## config.mk

```make
export PLATFORM = sky130hd
export DESIGN_NAME = cw_deserializer
export DESIGN_NICKNAME = d
export VERILOG_FILES = /design/src/rtl/cw_deserializer.sv
export SDC_FILE = /design/constraint.sdc
export NUM_CORES = 1
export LEC_CHECK = 0
export ABC_AREA = 1
export BUFFER_PORTS_ARGS = -buffer_cell sky130_fd_sc_hd__buf_2
export CAP_MARGIN = 30
export CORE_MARGIN = 2
export CORE_UTILIZATION = 60
export DETAILED_ROUTE_END_ITERATION = 8
export HOLD_SLACK_MARGIN = 0.02
export PLACE_DENSITY = 0.79
export REMOVE_ABC_BUFFERS = 1
export SYNTH_ARGS = -nofsm -noshare
export SYNTH_HDL_FRONTEND = slang
export SYNTH_SLANG_ARGS = --single-unit
```

## constraint.sdc

```tcl
create_clock -name clk -period 6.03 [get_ports clk]
set_input_delay 0.603 -clock clk [delete_from_list [all_inputs] [get_ports clk]]
set_output_delay 0.603 -clock clk [all_outputs]
set_load 0.05 [all_outputs]
```

## src/rtl/cw_deserializer.sv

```systemverilog
// Bit-serial to 48-bit codeword deserializer with sync alignment and a small output FIFO.
// Codewords leave on a valid/ready port; cw_out[0] is the first bit received.
module cw_deserializer #(
   parameter int N     = 48,
   parameter int DEPTH = 2
) (
   input  logic                         clk,
   input  logic                         rst,
   input  logic                         bit_valid,
   input  logic                         bit_in,
   input  logic                         sync,
   output logic [0:N-1]                 cw_out,
   output logic                         cw_valid,
   input  logic                         cw_ready,
   output logic [$clog2(DEPTH+1)-1:0]   level,
   output logic                         frame_err,
   output logic                         overflow,
   input  logic                         clr_ovf,
   output logic                         o_dbg_state
);

   localparam int CW = $clog2(N);
   localparam int PW = (DEPTH > 1) ? $clog2(DEPTH) : 1;
   localparam int LW = $clog2(DEPTH + 1);

   typedef enum logic {S_IDLE = 1'b0, S_COLLECT = 1'b1} state_t;

   state_t          r_state, w_state_nxt;
   logic [CW-1:0]   r_count, w_count_nxt;
   logic [0:N-1]    r_shift;
   logic            w_store, w_complete, w_ferr;
   logic [CW-1:0]   w_pos;
   logic [0:N-1]    w_word;

   logic [0:N-1]    r_mem [DEPTH];
   logic [PW-1:0]   r_rd_ptr, r_wr_ptr;
   logic [LW-1:0]   r_level;
   logic            r_frame_err, r_overflow;
   logic            w_pop, w_full, w_push, w_drop;

   function automatic logic [PW-1:0] ptr_inc(input logic [PW-1:0] p);
      return (p == PW'(DEPTH - 1)) ? '0 : p + PW'(1);
   endfunction

   always_comb begin
      w_state_nxt = r_state;
      w_count_nxt = r_count;
      w_store     = 1'b0;
      w_pos       = '0;
      w_complete  = 1'b0;
      w_ferr      = 1'b0;
      case (r_state)
         S_IDLE: begin
            if (bit_valid && sync) begin
               w_store     = 1'b1;
               w_count_nxt = CW'(1);
               w_state_nxt = S_COLLECT;
            end
         end
         S_COLLECT: begin
            if (bit_valid) begin
               w_store = 1'b1;
               // A sync mid-word restarts framing at bit 0 and drops the partial word.
               if (sync && (r_count != '0)) begin
                  w_ferr      = 1'b1;
                  w_count_nxt = CW'(1);
               end else begin
                  w_pos = r_count;
                  if (r_count == CW'(N - 1)) begin
                     w_complete  = 1'b1;
                     w_count_nxt = '0;
                  end else begin
                     w_count_nxt = r_count + CW'(1);
                  end
               end
            end
         end
         default: w_state_nxt = S_IDLE;
      endcase
   end

   assign w_word = {r_shift[0:N-2], bit_in};

   always_ff @(posedge clk or posedge rst) begin
      if (rst) begin
         r_state <= S_IDLE;
         r_count <= '0;
         r_shift <= '0;
      end else begin
         r_state <= w_state_nxt;
         r_count <= w_count_nxt;
         if (w_store) r_shift[w_pos] <= bit_in;
      end
   end

   assign w_pop  = (r_level != '0) && cw_ready;
   assign w_full = (r_level == LW'(DEPTH));
   // A pop in the completion cycle frees the slot the new word needs.
   assign w_push = w_complete && (!w_full || w_pop);
   assign w_drop = w_complete && !w_push;

   always_ff @(posedge clk or posedge rst) begin
      if (rst) begin
         r_rd_ptr    <= '0;
         r_wr_ptr    <= '0;
         r_level     <= '0;
         r_frame_err <= 1'b0;
         r_overflow  <= 1'b0;
         for (int i = 0; i < DEPTH; i++) r_mem[i] <= '0;
      end else begin
         if (w_push) begin
            r_mem[r_wr_ptr] <= w_word;
            r_wr_ptr        <= ptr_inc(r_wr_ptr);
         end
         if (w_pop) r_rd_ptr <= ptr_inc(r_rd_ptr);
         case ({w_push, w_pop})
            2'b10:   r_level <= r_level + LW'(1);
            2'b01:   r_level <= r_level - LW'(1);
            default: r_level <= r_level;
         endcase
         r_frame_err <= w_ferr;
         if (w_drop)       r_overflow <= 1'b1;
         else if (clr_ovf) r_overflow <= 1'b0;
      end
   end

   assign cw_valid    = (r_level != '0);
   assign cw_out      = cw_valid ? r_mem[r_rd_ptr] : '0;
   assign level       = r_level;
   assign frame_err   = r_frame_err;
   assign overflow    = r_overflow;
   assign o_dbg_state = r_state;

endmodule

```

==> flow_summary_export.csv <==
group,metric,value,unit
run_status,outcome,"finished, final reports clean",
timing,maxSlewHeadroom,0.361,
logic_synthesis,yosys_warnings,0,
clock_tree,h-tree-depth,4,
logic_synthesis,post-synth-top-area-cell,"dfrtp_1",
logic_synthesis,synth_edf_count,0,
logic_synthesis,yosysMostFrequentCell,"nand2_1",
die,dieArea,12900,sq um
die,pin_count,61,
clock_tree,cts_sinks,156,
die,dieWidth,114,microns
route,drt_iter0_markers,676,
grt,groute.usage.overall,0.289,
logic_synthesis,synth.avg_cell_area,7.73,sq um
clock_tree,post_cts_buffers,0,
clock_tree,cts_inserted_buffers,17,
grt,first_global_vias,5918,
run,max_cap_viol_count,0,
logic_synthesis,synthArstFlopShare,1.00,
clock_tree,cts_buffer_depth,2,
setup_path,r2r_end,"r_mem[6]$_DFFE_PP0P_",
finish,final_nets,977,
logic_synthesis,synth_cell_type_count,23,
finish,antenna_cells,0,
setup_path,crit_fanout,55,
clock_tree,clk_latency,0.42,ns
power,ir_drop,0.322,mV
route,viasPerCell,5.58,
die,fp-row-count,40,
setup_path,reg2reg_depth,10,
placed_design,gp_congestion,0.880,
die,dieHeight,114,microns
setup_path,r2r_slack,2.76,ns
die,initial_core_util,0.608,
logic_synthesis,yosysTopAreaCellShare,0.542,
clock_tree,clock-root-buffer,"clkbuf_16",
timing,drv_slew,0,
route,drc,0,
logic_synthesis,postSynthCellCount,932,
setup_path,crit_end,"r_mem[6]$_DFFE_PP0P_",
clock_tree,cts_tree,"done",
logic_synthesis,ys.flop_type,"dfrtp_1",
power,leakage,4.42,nW
logic_synthesis,synth-seq-cells,156,
route,firstDrtPassIters,5,
timing,clock_skew,0.00730,ns
setup_path,endpoint_kind,"flop",
finish,drive_above_1_share,0.114,
logic_synthesis,syn_area,7210,sq um
logic_synthesis,yosysSeqAreaShare,0.542,
worst_hold_path,hold_class,"in2async",
setup_path,crit_required,6.34,ns
grt,grt_pass1_wl,29.3,mm
placed_design,portBuffers,60,
timing,setup_tns,0,ns
grt,overflow,0,
setup_path,r2r_start,"r_count[5]$_DFFE_PP0P_",
finish,syn_to_final_growth,14.1,%
power,p_per_area,340,nW/um^2
clock_tree,cts-resized-gates,0,
route,route.detailed.wl_per_inst,15.2,microns
timing,min_period,3.27,ns
grt,antenna_found_initial,0,
timing,worst_pin_slew,0.958,ns
power,totalPowerFinal,2.79,mW
route,routed_wl,17.1,mm
setup_path,cp_data_arrival_time,3.58,ns
die,coreArea,11900,sq um
route,vias,6284,
timing,finalCritPeriodShare,0.542,
logic_synthesis,synthTopCellsByArea,"dfrtp_1, nand2_1, nand3_1, a21oi_1, clkbuf_1",
logic_synthesis,synthTopCellsByCount,"nand2_1, dfrtp_1, nand3_1",
grt,grt_start_max_net_pins,96,
setup_path,startpoint_type,"flop",
timing,rsz0062_at_grt,"false",
route,ant_nets,0,
timing,timing.fmax,306,MHz
clock_tree,clk_pin_slew,0.06,ns
clock_tree,cts_hold_buf,0,
setup_path,critPathKind,"reg2reg",
finish,fill_cells,942,
timing,setup_viol,0,
timing,finalHoldViolCount,0,
placed_design,dp_hpwl,10.1,mm
setup_path,cp-startpoint,"r_count[5]$_DFFE_PP0P_",
how the worst min path moves through the flow:
stage / start / end / cells past startpoint
final: rst / level[0]$_DFFE_PP0P_ / 2
after global routing: clr_ovf / overflow$_DFFE_PP0P_ / 2
after CTS: clr_ovf / overflow$_DFFE_PP0P_ / 2
after detailed placement: r_mem[5]$_DFFE_PP0P_ / r_mem[5]$_DFFE_PP0P_ / 2
after global placement: r_mem[30]$_DFFE_PP0P_ / r_mem[30]$_DFFE_PP0P_ / 2
after floorplan: r_mem[0]$_DFFE_PP0P_ / r_mem[0]$_DFFE_PP0P_ / 2
critical path, cell delays in order (launching register included):
cell and delay [ns]:
dfrtp_1 0.44, nor2_1 0.23, nand3_1 0.10, nand2_1 0.28
nand2_1 0.17, nor3_4 0.16, buf_4 0.46, nand2_1 0.63
buf_4 0.47, nand2_1 0.11, nand2_1 0.05
power breakdown:
group | switching [mW] | leakage [nW] | internal [mW]
logic | 0.367 | 1.96 | 0.0852
clock network | 0.413 | 0.312 | 0.753
registers | 0.0675 | 2.15 | 1.11
cells by family (layout without fill, tap and decap cells):
| kind of cell | count (synthesis) | after routing | synth area share |
|---|---|---|---|
| AND/OR/NAND/NOR | 609 | 609 | 0.349 |
| AO/OA/AOI/OAI | 74 | 74 | 0.0517 |
| buffers and inverters | 85 | 133 | 0.0469 |
| flip-flops | 156 | 156 | 0.542 |
| XOR/XNOR | 5 | 5 | 0.00608 |
| adder cells (fa/ha/maj) | 3 | 3 | 0.00521 |
stage by stage:
stage                     std cells  cell area, sq um  worst slack (ns)   util  hold slack, ns
after CTS                      1126              8220              2.78  0.693           0.357
after floorplan                 874              6970              1.22      -           0.442
final                          1127              8230              2.76  0.694           0.365
after global routing           1127              8230              2.40  0.694           0.376
after detailed placement       1094              7570              2.82  0.638           0.458
after global placement         1093              7560              2.90  0.637           0.453
area by class of cell:
class | count | area, sq um | area share
Clock buffer | 20 | 457 | 0.0555
Clock inverter | 12 | 193 | 0.0234
Inverter | 27 | 106 | 0.0129
Multi-Input combinational cell | 691 | 2970 | 0.362
Sequential cell | 156 | 3900 | 0.475
Tap cell | 147 | 184 | 0.0224
Timing Repair Buffer | 74 | 409 | 0.0497
layout by cell type, fill, tap and decap left out, types with 3 or more instances in the layout:
master / instances
nand2_1: 431
dfrtp_1: 156
nand3_1: 144
buf_2: 60
a21oi_1: 54
inv_1: 23
nor2_1: 21
o21ai_0: 18
clkbuf_16: 17
buf_4: 13
bufinv_16: 5
nand4_1: 4
xor2_1: 4
clkinv_2: 4
ha_1: 3
clkinvlp_4: 3
state kept, by name (all words and copies together), names as in the netlist:
signal and count:
overflow 1, r_rd_ptr 1, r_count 6, level 2, r_shift 47, o_dbg_state 1, frame_err 1, r_wr_ptr 1
r_mem 96
layer usage:
metal | vias to the layer above | part of all wire | global-route usage
met5 | - | 0 | 0
met4 | 0 | 0.024 | 0.118
met3 | 32 | 0.050 | 0.0521
met2 | 193 | 0.47 | 0.439
met1 | 3006 | 0.45 | 0.416
li1 | 3053 | - | -
Power figures use the tool's default switching activity.
